$ cat src/rtl/fetch_queue_if.sv
// Fetch queue bus bundle: instruction-cache request port, decode-side
// valid/ready head port, and the redirect/halt/occupancy control signals.
interface fetch_queue_if #(
  parameter int WORD_W = 32,
  parameter int DEPTH  = 4
);
  localparam int CNT_W = $clog2(DEPTH) + 1;

  logic              ihit;
  logic [WORD_W-1:0] imemload;
  logic              imemREN;
  logic [WORD_W-1:0] imemaddr;
  logic              redirect;
  logic [WORD_W-1:0] redirect_pc;
  logic              halt;
  logic              out_valid;
  logic              out_ready;
  logic [WORD_W-1:0] out_instr;
  logic [WORD_W-1:0] out_pc;
  logic [WORD_W-1:0] out_npc;
  logic [CNT_W-1:0]  count;

  // The fetch queue is the master: it issues cache reads and drives the head.
  modport master (
    input  ihit, imemload, redirect, redirect_pc, halt, out_ready,
    output imemREN, imemaddr, out_valid, out_instr, out_pc, out_npc, count
  );

  modport slave (
    output ihit, imemload, redirect, redirect_pc, halt, out_ready,
    input  imemREN, imemaddr, out_valid, out_instr, out_pc, out_npc, count
  );
endinterface

$ cat src/rtl/fetch_queue.sv
// PC owner and instruction prefetch FIFO: fetches sequential words into a
// DEPTH-entry queue, presents the head to decode, flushes on redirect.
module fetch_queue #(
  parameter int                WORD_W  = 32,
  parameter int                DEPTH   = 4,
  parameter logic [WORD_W-1:0] PC_INIT = '0
) (
  input  logic          CLK,
  input  logic          nRST,
  fetch_queue_if.master bus
);
  localparam int PTR_W = $clog2(DEPTH);
  localparam int CNT_W = PTR_W + 1;
  localparam int ENT_W = 3 * WORD_W;

  logic [WORD_W-1:0] pc_q, pc_d;
  logic [PTR_W-1:0]  wr_ptr_q, wr_ptr_d;
  logic [PTR_W-1:0]  rd_ptr_q, rd_ptr_d;
  logic [CNT_W-1:0]  count_q, count_d;

  logic [ENT_W-1:0]  entry_q [DEPTH];
  logic [ENT_W-1:0]  entry_d [DEPTH];

  logic              full;
  logic              req;
  logic              push;
  logic              pop;
  logic [WORD_W-1:0] pc_plus4;
  logic [WORD_W-1:0] redirect_target;
  logic [ENT_W-1:0]  head;

  assign full            = (count_q == CNT_W'(DEPTH));
  // Full blocks the request even when the head is popped in the same cycle.
  assign req             = nRST && !bus.halt && !bus.redirect && !full;
  assign push            = req && bus.ihit;
  assign pop             = (count_q != '0) && bus.out_ready;
  assign pc_plus4        = pc_q + WORD_W'(4);
  assign redirect_target = bus.redirect_pc & ~WORD_W'(3);

  always_comb begin
    pc_d     = pc_q;
    wr_ptr_d = wr_ptr_q;
    rd_ptr_d = rd_ptr_q;
    count_d  = count_q;
    if (bus.redirect) begin
      pc_d     = redirect_target;
      wr_ptr_d = '0;
      rd_ptr_d = '0;
      count_d  = '0;
    end else begin
      if (push) begin
        wr_ptr_d = wr_ptr_q + PTR_W'(1);
        pc_d     = pc_plus4;
      end
      if (pop) begin
        rd_ptr_d = rd_ptr_q + PTR_W'(1);
      end
      case ({push, pop})
        2'b10:   count_d = count_q + CNT_W'(1);
        2'b01:   count_d = count_q - CNT_W'(1);
        default: count_d = count_q;
      endcase
    end
  end

  always_ff @(posedge CLK or negedge nRST) begin
    if (!nRST) begin
      pc_q     <= PC_INIT;
      wr_ptr_q <= '0;
      rd_ptr_q <= '0;
      count_q  <= '0;
    end else begin
      pc_q     <= pc_d;
      wr_ptr_q <= wr_ptr_d;
      rd_ptr_q <= rd_ptr_d;
      count_q  <= count_d;
    end
  end

  // Entry storage carries no reset; contents are only meaningful while counted.
  generate
    for (genvar gi = 0; gi < DEPTH; gi++) begin : g_entry
      always_comb begin
        entry_d[gi] = entry_q[gi];
        if (push && (wr_ptr_q == PTR_W'(gi))) begin
          entry_d[gi] = {bus.imemload, pc_q, pc_plus4};
        end
      end

      always_ff @(posedge CLK) begin
        entry_q[gi] <= entry_d[gi];
      end
    end
  endgenerate

  assign head          = entry_q[rd_ptr_q];
  assign bus.imemREN   = req;
  assign bus.imemaddr  = pc_q;
  assign bus.out_valid = (count_q != '0);
  assign bus.out_instr = head[3*WORD_W-1:2*WORD_W];
  assign bus.out_pc    = head[2*WORD_W-1:WORD_W];
  assign bus.out_npc   = head[WORD_W-1:0];
  assign bus.count     = count_q;
endmodule
$ cat src/flat_wrapper.sv
// flat-port wrapper written by rule: the top's interface ports become plain ports
module fetch_queue_flat 
#(
  parameter int                WORD_W  = 32,
  parameter int                DEPTH   = 4,
  parameter logic [WORD_W-1:0] PC_INIT = '0
)
  (CLK, nRST, bus_ihit, bus_imemload, bus_redirect, bus_redirect_pc, bus_halt, bus_out_ready, bus_imemREN, bus_imemaddr, bus_out_valid, bus_out_instr, bus_out_pc, bus_out_npc, bus_count);
  fetch_queue_if #(.WORD_W(WORD_W), .DEPTH(DEPTH)) bus_i ();
  input  logic CLK;
  input  logic nRST;
  input wire logic [$bits(bus_i.ihit)-1:0] bus_ihit;
  input wire logic [$bits(bus_i.imemload)-1:0] bus_imemload;
  input wire logic [$bits(bus_i.redirect)-1:0] bus_redirect;
  input wire logic [$bits(bus_i.redirect_pc)-1:0] bus_redirect_pc;
  input wire logic [$bits(bus_i.halt)-1:0] bus_halt;
  input wire logic [$bits(bus_i.out_ready)-1:0] bus_out_ready;
  output wire logic [$bits(bus_i.imemREN)-1:0] bus_imemREN;
  output wire logic [$bits(bus_i.imemaddr)-1:0] bus_imemaddr;
  output wire logic [$bits(bus_i.out_valid)-1:0] bus_out_valid;
  output wire logic [$bits(bus_i.out_instr)-1:0] bus_out_instr;
  output wire logic [$bits(bus_i.out_pc)-1:0] bus_out_pc;
  output wire logic [$bits(bus_i.out_npc)-1:0] bus_out_npc;
  output wire logic [$bits(bus_i.count)-1:0] bus_count;
  assign bus_i.ihit = bus_ihit;
  assign bus_i.imemload = bus_imemload;
  assign bus_i.redirect = bus_redirect;
  assign bus_i.redirect_pc = bus_redirect_pc;
  assign bus_i.halt = bus_halt;
  assign bus_i.out_ready = bus_out_ready;
  assign bus_imemREN = bus_i.imemREN;
  assign bus_imemaddr = bus_i.imemaddr;
  assign bus_out_valid = bus_i.out_valid;
  assign bus_out_instr = bus_i.out_instr;
  assign bus_out_pc = bus_i.out_pc;
  assign bus_out_npc = bus_i.out_npc;
  assign bus_count = bus_i.count;
  fetch_queue #(.WORD_W(WORD_W), .DEPTH(DEPTH), .PC_INIT(PC_INIT)) u_core (.CLK(CLK), .nRST(nRST), .bus(bus_i));
endmodule
$ cat config.mk
export PLATFORM = sky130hd
export DESIGN_NAME = fetch_queue_flat
export DESIGN_NICKNAME = d
export VERILOG_FILES = /design/src/rtl/fetch_queue_if.sv /design/src/rtl/fetch_queue.sv /design/src/flat_wrapper.sv
export SDC_FILE = /design/constraint.sdc
export NUM_CORES = 1
export LEC_CHECK = 0
export CORE_AREA = 2 2 178 311
export DETAILED_ROUTE_END_ITERATION = 16
export DIE_AREA = 0 0 180 313
export GPL_TIMING_DRIVEN = 0
export RECOVER_POWER = 100
export SETUP_SLACK_MARGIN = 0.5
export SLEW_MARGIN = 20
export SYNTH_ARGS = -nofsm -noshare
export SYNTH_HDL_FRONTEND = slang
export SYNTH_SLANG_ARGS = --single-unit
export TNS_END_PERCENT = 30
$ cat constraint.sdc
create_clock -name CLK -period 4.5 [get_ports CLK]
set_clock_uncertainty 0.05 [all_clocks]
set_input_delay 1.35 -clock CLK [delete_from_list [all_inputs] [get_ports CLK]]
set_output_delay 1.35 -clock CLK [all_outputs]
set_load 0.05 [all_outputs]
==> flow_metrics.tcl, run 1 <==
set metrics [dict create \
    crit_path_start "bus_halt" \
    syn_avg_cell_area_um2 19.9 \
    r2r_end "u_core.entry_q[2][81]" \
    ir_worst_vdd_v 0.000419 \
    hold_end "u_core.wr_ptr_q[0]" \
    num_vias 8417 \
    cts-buffers-inserted 38 \
    yosysSeqAreaShare 0.750 \
    dieHeight_um 313 \
    cts_num_sinks 405 \
    placed_cells 1698 \
    drt_iter0_markers 585 \
    worstSkewPairLatency_ps 550 \
    cts_tree "yes" \
    violations "max-capacitance violations, max-slew violations" \
    cp-end-kind "output pin" \
    status "finished, violations left" \
    slew_headroom -0.0333 \
    tightestPinTransition_ps 1550 \
    yosys_warnings 0 \
    ys_ff_latch 405 \
    initial_core_util 0.297 \
    ant_nets 0 \
    n_antenna_cell 0 \
    worstReg2RegStart "u_core.bus.count[2]" \
    fin_util 0.367 \
    die_x_um 180 \
    period_minus_slack_ps 4140 \
    dp_hpwl_um 27100 \
    cp_max_fo 3 \
    syn-cell-area_mm2 0.0160 \
    synth_top_cell_area_share 0.692 \
    fin_cells 1771 \
    layout-drive-gt1-share 0.222 \
    grt_remaining_overflow 0 \
    gp_congestion 0.744 \
    syn2layout_area_growth_pct 23.9 \
    hp-start "u_core.wr_ptr_q[0]" \
    grt_pass1_wl_um 58300 \
    crit_required_ps 3100 \
    clockRootBuffer "clkbuf_16" \
    min_delay_path_depth 1 \
    drc 0 \
    hold_path.class "reg -> reg" \
    clkTransAtPathRegs_ps 60 \
    critical_path_arrival_ps 2740 \
    finalCritPeriodShare 0.919 \
    cts_hold_buffers 0 \
    leakage_uw 0.00651 \
    synth_area_leader_cell "edfxtp_1" \
    pwr-share-clk 0.307 \
    netSwitchingFraction 0.334 \
    synth_area_leaders "edfxtp_1 (69%), mux4_2 (13%), dfrtp_1 (5.8%)" \
    ys_async_sr_fraction 0.0914 \
    wirelength_um 40100 \
    internal-power_uw 6930 \
    viasPerCell 4.75 \
    die-area_mm2 0.0563 \
    reg2reg_setup_slack_ps 1180 \
    core_area_mm2 0.0539 \
    wl_per_cell_um 22.6 \
    final_hold_viol_count 0 \
    ys.flop_type "edfxtp_1" \
    setup_viol 0 \
    synthCells 801 \
    ios 203 \
    htreeDepth 2 \
    timing.fmax_ghz 0.242 \
    first_pass_iters 5 \
    placementRows 113 \
    rr_worst_depth 6 \
    io_buffer_count 193 \
    p_seq_frac 0.418 \
    power.density_mw_per_mm2 526 \
    grt_pass1_vias 8900 \
    cap_violations 1 \
    grt_use_total 0.140 \
    rsz0062_at_grt "yes" \
    grt_max_degree 42 \
    synth_edf_count 368 \
    netlist-cell-type-count 47 \
    finalNetCount 1128 \
    drv_slew 24 \
    path_class "in -> out" \
    antenna_found_initial 4 \
    p_switching_uw 3480 \
    clockBufferDepth 3 \
    start_kind "primary input" \
    comb_power_share 0.274 \
]
## stage by stage
stage	setup WS (ps)	total power (uW)	instance area (um2)	hold slack (ps)	setup TNS [ps]
2_1_floorplan	478	6570	16000	442	0
3_3_place_gp	-3320	7620	18800	484	-1167880
3_5_place_dp	-165	7640	19000	503	-23350
4_1_cts	227	10800	20200	515	0
5_1_grt	216	10800	19800	534	0
6_report	365	10400	19800	514	0
## synth_stat cells, types with 7 or more instances
cell type	number
xnor2_1	22
a22oi_1	14
nand4_1	7
clkbuf_1	20
o21ai_0	14
mux4_2	92
o311ai_0	7
nor2_1	16
dfrtp_1	37
buf_4	36
edfxtp_1	368
buf_2	13
xor2_1	10
nand3_1	24
or3_1	7
nand2_1	38
## logic make-up after synthesis
group	count (synthesis)	synth area share
other cells	1	0.000235
simple gates	126	0.0429
xor+xnor	32	0.0175
mux	94	0.131
fa+ha+maj	6	0.00517
compound gates	57	0.0253
flops	405	0.750
buf+inv	80	0.0283
## critical path: stages
cell and delay [ps]:
dlygate4sd3_1 630, nor4b_4 260, clkbuf_1 490
## how the worst max path moves through the flow
stage / end / slack (ps) / cells after the start
finish: bus_imemREN / 360 / 3
detailed placement: bus_imemREN / -160 / 4
global route: u_core.entry_q[2][81] / 220 / 7
global placement: u_core.entry_q[2][70] / -3320 / 5
floorplan: u_core.entry_q[1][10] / 480 / 4
CTS: bus_out_pc[19] / 230 / 5
## area by class of cell
| class | instances | area, um2 |
|---|---|---|
| flip-flops and latches | 405 | 12000 |
| multi-input cells | 321 | 3570 |
| inverters | 6 | 22.5 |
| repair buffers | 206 | 1670 |
| plain buffers | 74 | 460 |
| well taps | 690 | 863 |
| clock buffers | 48 | 1020 |
| fillers | 5034 | 34100 |
| clock inverters | 21 | 213 |
## placed cells by master (no fill, tap or decap), types with 7 or more instances in the layout
| cell | synthesis | layout |
|---|---|---|
| dfrtp_1 | 37 | 37 |
| o21ai_0 | 14 | 14 |
| mux4_2 | 92 | 92 |
| dlygate4sd3_1 | 0 | 67 |
| nand4_1 | 7 | 7 |
| a22oi_1 | 14 | 14 |
| clkbuf_1 | 20 | 89 |
| nand3_1 | 24 | 24 |
| dlygate4sd2_1 | 0 | 16 |
| or3_1 | 7 | 7 |
| edfxtp_1 | 368 | 368 |
| o311ai_0 | 7 | 8 |
| nand2_1 | 38 | 39 |
| xor2_1 | 10 | 10 |
| nor2_1 | 16 | 17 |
| clkdlybuf4s50_1 | 0 | 32 |
| clkbuf_16 | 0 | 38 |
| xnor2_1 | 22 | 22 |
| clkbuf_2 | 0 | 22 |
| buf_2 | 13 | 7 |
| buf_4 | 36 | 40 |
## flip-flops by register name, indices dropped and copies added (netlist names)
name / cells
u_core.entry_q: 368
u_core.bus.imemaddr: 30
u_core.bus.count: 3
u_core.rd_ptr_q: 2
u_core.wr_ptr_q: 2
## power groups by stage
stage                     combinational (uW)  sequential (uW)  clock, uW
after floorplan                         2140             4420          0
after global placement                  3190             4430          0
after detailed placement                3210             4430          0
after CTS                               3090             4350       3310
after global routing                    3020             4370       3430
final                                   2860             4350       3200
## routing by layer
metal	up-vias	GRT usage	share of wire
li1	3709	-	-
met1	4377	0.162	0.39
met2	264	0.254	0.53
met3	61	0.0241	0.046
met4	6	0.0623	0.036
met5	-	0	0.0010
## timing repair
action                     CTS  global route
pin swaps                    0             1
gates cloned                 0             0
setup buffers                0             4
resized for setup          112           141
setup endpoints to repair  252           352
(Power assumes the default switching activity.)
==> run 2: changes to the inputs <==
CORE_AREA = 5 5 181 314   (was 2 2 178 311)
DIE_AREA = 0 0 186 319   (was 0 0 180 313)
==> run 2 against run 1 <==
Against the previous run: the run still ends with max-capacitance violations, max-slew violations left; power fell by 1.0%; wire length fell by 0.11%; first-iteration DRC count fell by 9.6%; sequential power barely moved; register-to-register slack got worse by 60 ps; combinational power rose by 4%; fmax fell by 2.3%; die area rose by 5.3%; utilization rose by 0.22 points.
==> flow_metrics.tcl, run 2 (synthesized netlist as in run 1, its figures left out) <==
set metrics [dict create \
    cap_violations 1 \
    cp_max_fo 10 \
    dpl_worst_slack_ps -144 \
    final_hold_viol_count 0 \
    clockBufferDepth 3 \
    initial_core_util 0.296 \
    violations "max-capacitance violations, max-slew violations" \
    crit_family "buffers and inverters" \
    cts_num_sinks 405 \
    layout-drive-gt1-share 0.213 \
    cts_tree "yes" \
    syn2layout_area_growth_pct 25.0 \
    placed_cells 1698 \
    slowest_delay_ps 790 \
    comb_power_share 0.289 \
    hp-start "u_core.bus.imemaddr[15]" \
    power.density_mw_per_mm2 516 \
    wirelength_um 40000 \
    cts-buffers-inserted 36 \
    largest-register "u_core.entry_q" \
    reg2reg_setup_slack_ps 1120 \
    die-area_mm2 0.0593 \
    core_area_mm2 0.0540 \
    clkTransAtPathRegs_ps 70 \
    die_x_um 186 \
    cp-end-kind "output pin" \
    placementRows 113 \
    p_seq_frac 0.422 \
    grt_max_degree 41 \
    tightestPinTransition_ps 1580 \
    clockRootBuffer "clkbuf_16" \
    rr_worst_depth 6 \
    period_minus_slack_ps 4230 \
    dieHeight_um 319 \
    io_buffer_count 193 \
    crit_chain "clkbuf_2 -> buf_2 -> mux4_2 -> dlygate4sd3_1" \
    wl_per_cell_um 22.6 \
    fin_cells 1767 \
    ir_worst_vdd_v 0.000260 \
    antenna_found_initial 5 \
    status "finished, violations left" \
    drv_slew 24 \
    start_kind "flop" \
    htreeDepth 2 \
    worstSkewPairLatency_ps 550 \
    hold_path.class "reg -> reg" \
    largest_reg_flops 368 \
    internal-power_uw 6870 \
    path_class "reg -> out" \
    grt_use_total 0.135 \
    ant_nets 0 \
    grt_pass1_wl_um 58700 \
    cpMaxStageDelayCell "dlygate4sd3_1" \
    grt_pass1_vias 8845 \
    setup_viol 0 \
    gp_congestion 0.757 \
    pwr-share-clk 0.289 \
    final_cell_mix "edfxtp_1 (368), mux4_2 (92), dlygate4sd3_1 (70)" \
    critical_path_arrival_ps 2830 \
    ios 203 \
    final_common_cell "edfxtp_1" \
    postLayoutSetupSlackWorst_ps 269 \
    netSwitchingFraction 0.332 \
    drc 0 \
    dp_hpwl_um 27700 \
    slew_headroom -0.0525 \
    r2r_end "u_core.entry_q[0][75]" \
    crit_required_ps 3100 \
    min_delay_path_depth 0 \
    finalCritPeriodShare 0.940 \
    first_pass_iters 5 \
    crit_buf_inv 3 \
    leakage_uw 0.00667 \
    cts_hold_buffers 0 \
    hold_end "u_core.entry_q[2][47]" \
    rsz0062_at_grt "yes" \
    p_switching_uw 3420 \
    finalSetupTns_ps 0 \
    timing.fmax_ghz 0.236 \
    num_vias 8265 \
    fin_hold_ws_ps 511 \
    viasPerCell 4.68 \
    finalNetCount 1126 \
    drt_iter0_markers 529 \
    grt_remaining_overflow 0 \
    fin_util 0.370 \
    worstReg2RegStart "u_core.bus.count[2]" \
]
-- run 2: changes by cell type in the layout (fill, tap and decap cells not counted), moves of 3 or more --
cell,delta
clkbuf_1,-45
dlygate4sd3_1,+3
clkbuf_8,-3
clkbuf_2,-15
buf_6,+4
dlygate4sd2_1,+45
-- run 2: how the worst max path moves through the flow --
stage                             startpoint               endpoint  depth (start not counted)
after floorplan                 bus_redirect  u_core.entry_q[1][10]                          4
after global placement                  nRST  u_core.entry_q[1][67]                          5
after detailed placement  u_core.rd_ptr_q[0]         bus_out_pc[15]                          5
after CTS                 u_core.rd_ptr_q[1]        bus_out_npc[23]                          4
after global routing                    nRST   u_core.entry_q[1][8]                          7
final                     u_core.rd_ptr_q[1]        bus_out_npc[27]                          4
-- run 2: area by class of cell --
type	count	area [um2]
Sequential cell	405	12000
Multi-Input combinational cell	321	3560
Timing Repair Buffer	206	1940
Inverter	6	22.5
Clock inverter	21	166
Clock buffer	43	948
Buffer	74	483
Antenna cell	1	2.50
Fill cell	5073	34000
Tap cell	690	863
-- run 2: through the flow --
step	area (um2)	power [uW]
2_1_floorplan	16000	6570
3_3_place_gp	18800	7640
3_5_place_dp	19000	7660
4_1_cts	20100	10600
5_1_grt	20000	10700
6_report	20000	10300
-- run 2: repair_timing --
item	4_1_cts	5_1_grt
cloned	0	0
gates resized for setup	104	31
endpoints found under the setup margin	98	371
setup buffers	0	4
pin swaps	0	1
-- run 2: metal layers --
layer / track usage / part of all wire / up-vias
li1: - / - / 3699
met1: 0.158 / 0.38 / 4264
met2: 0.245 / 0.54 / 237
met3: 0.0261 / 0.052 / 59
met4: 0.0433 / 0.028 / 6
met5: 0 / 0.00085 / -
-- run 2: power by group through the flow --
stage,clock network (uW),registers (uW),logic [uW]
floorplan,0,4420,2140
global placement,0,4430,3210
detailed placement,0,4440,3230
CTS,3080,4350,3150
global route,3230,4360,3140
finish,2980,4350,2970
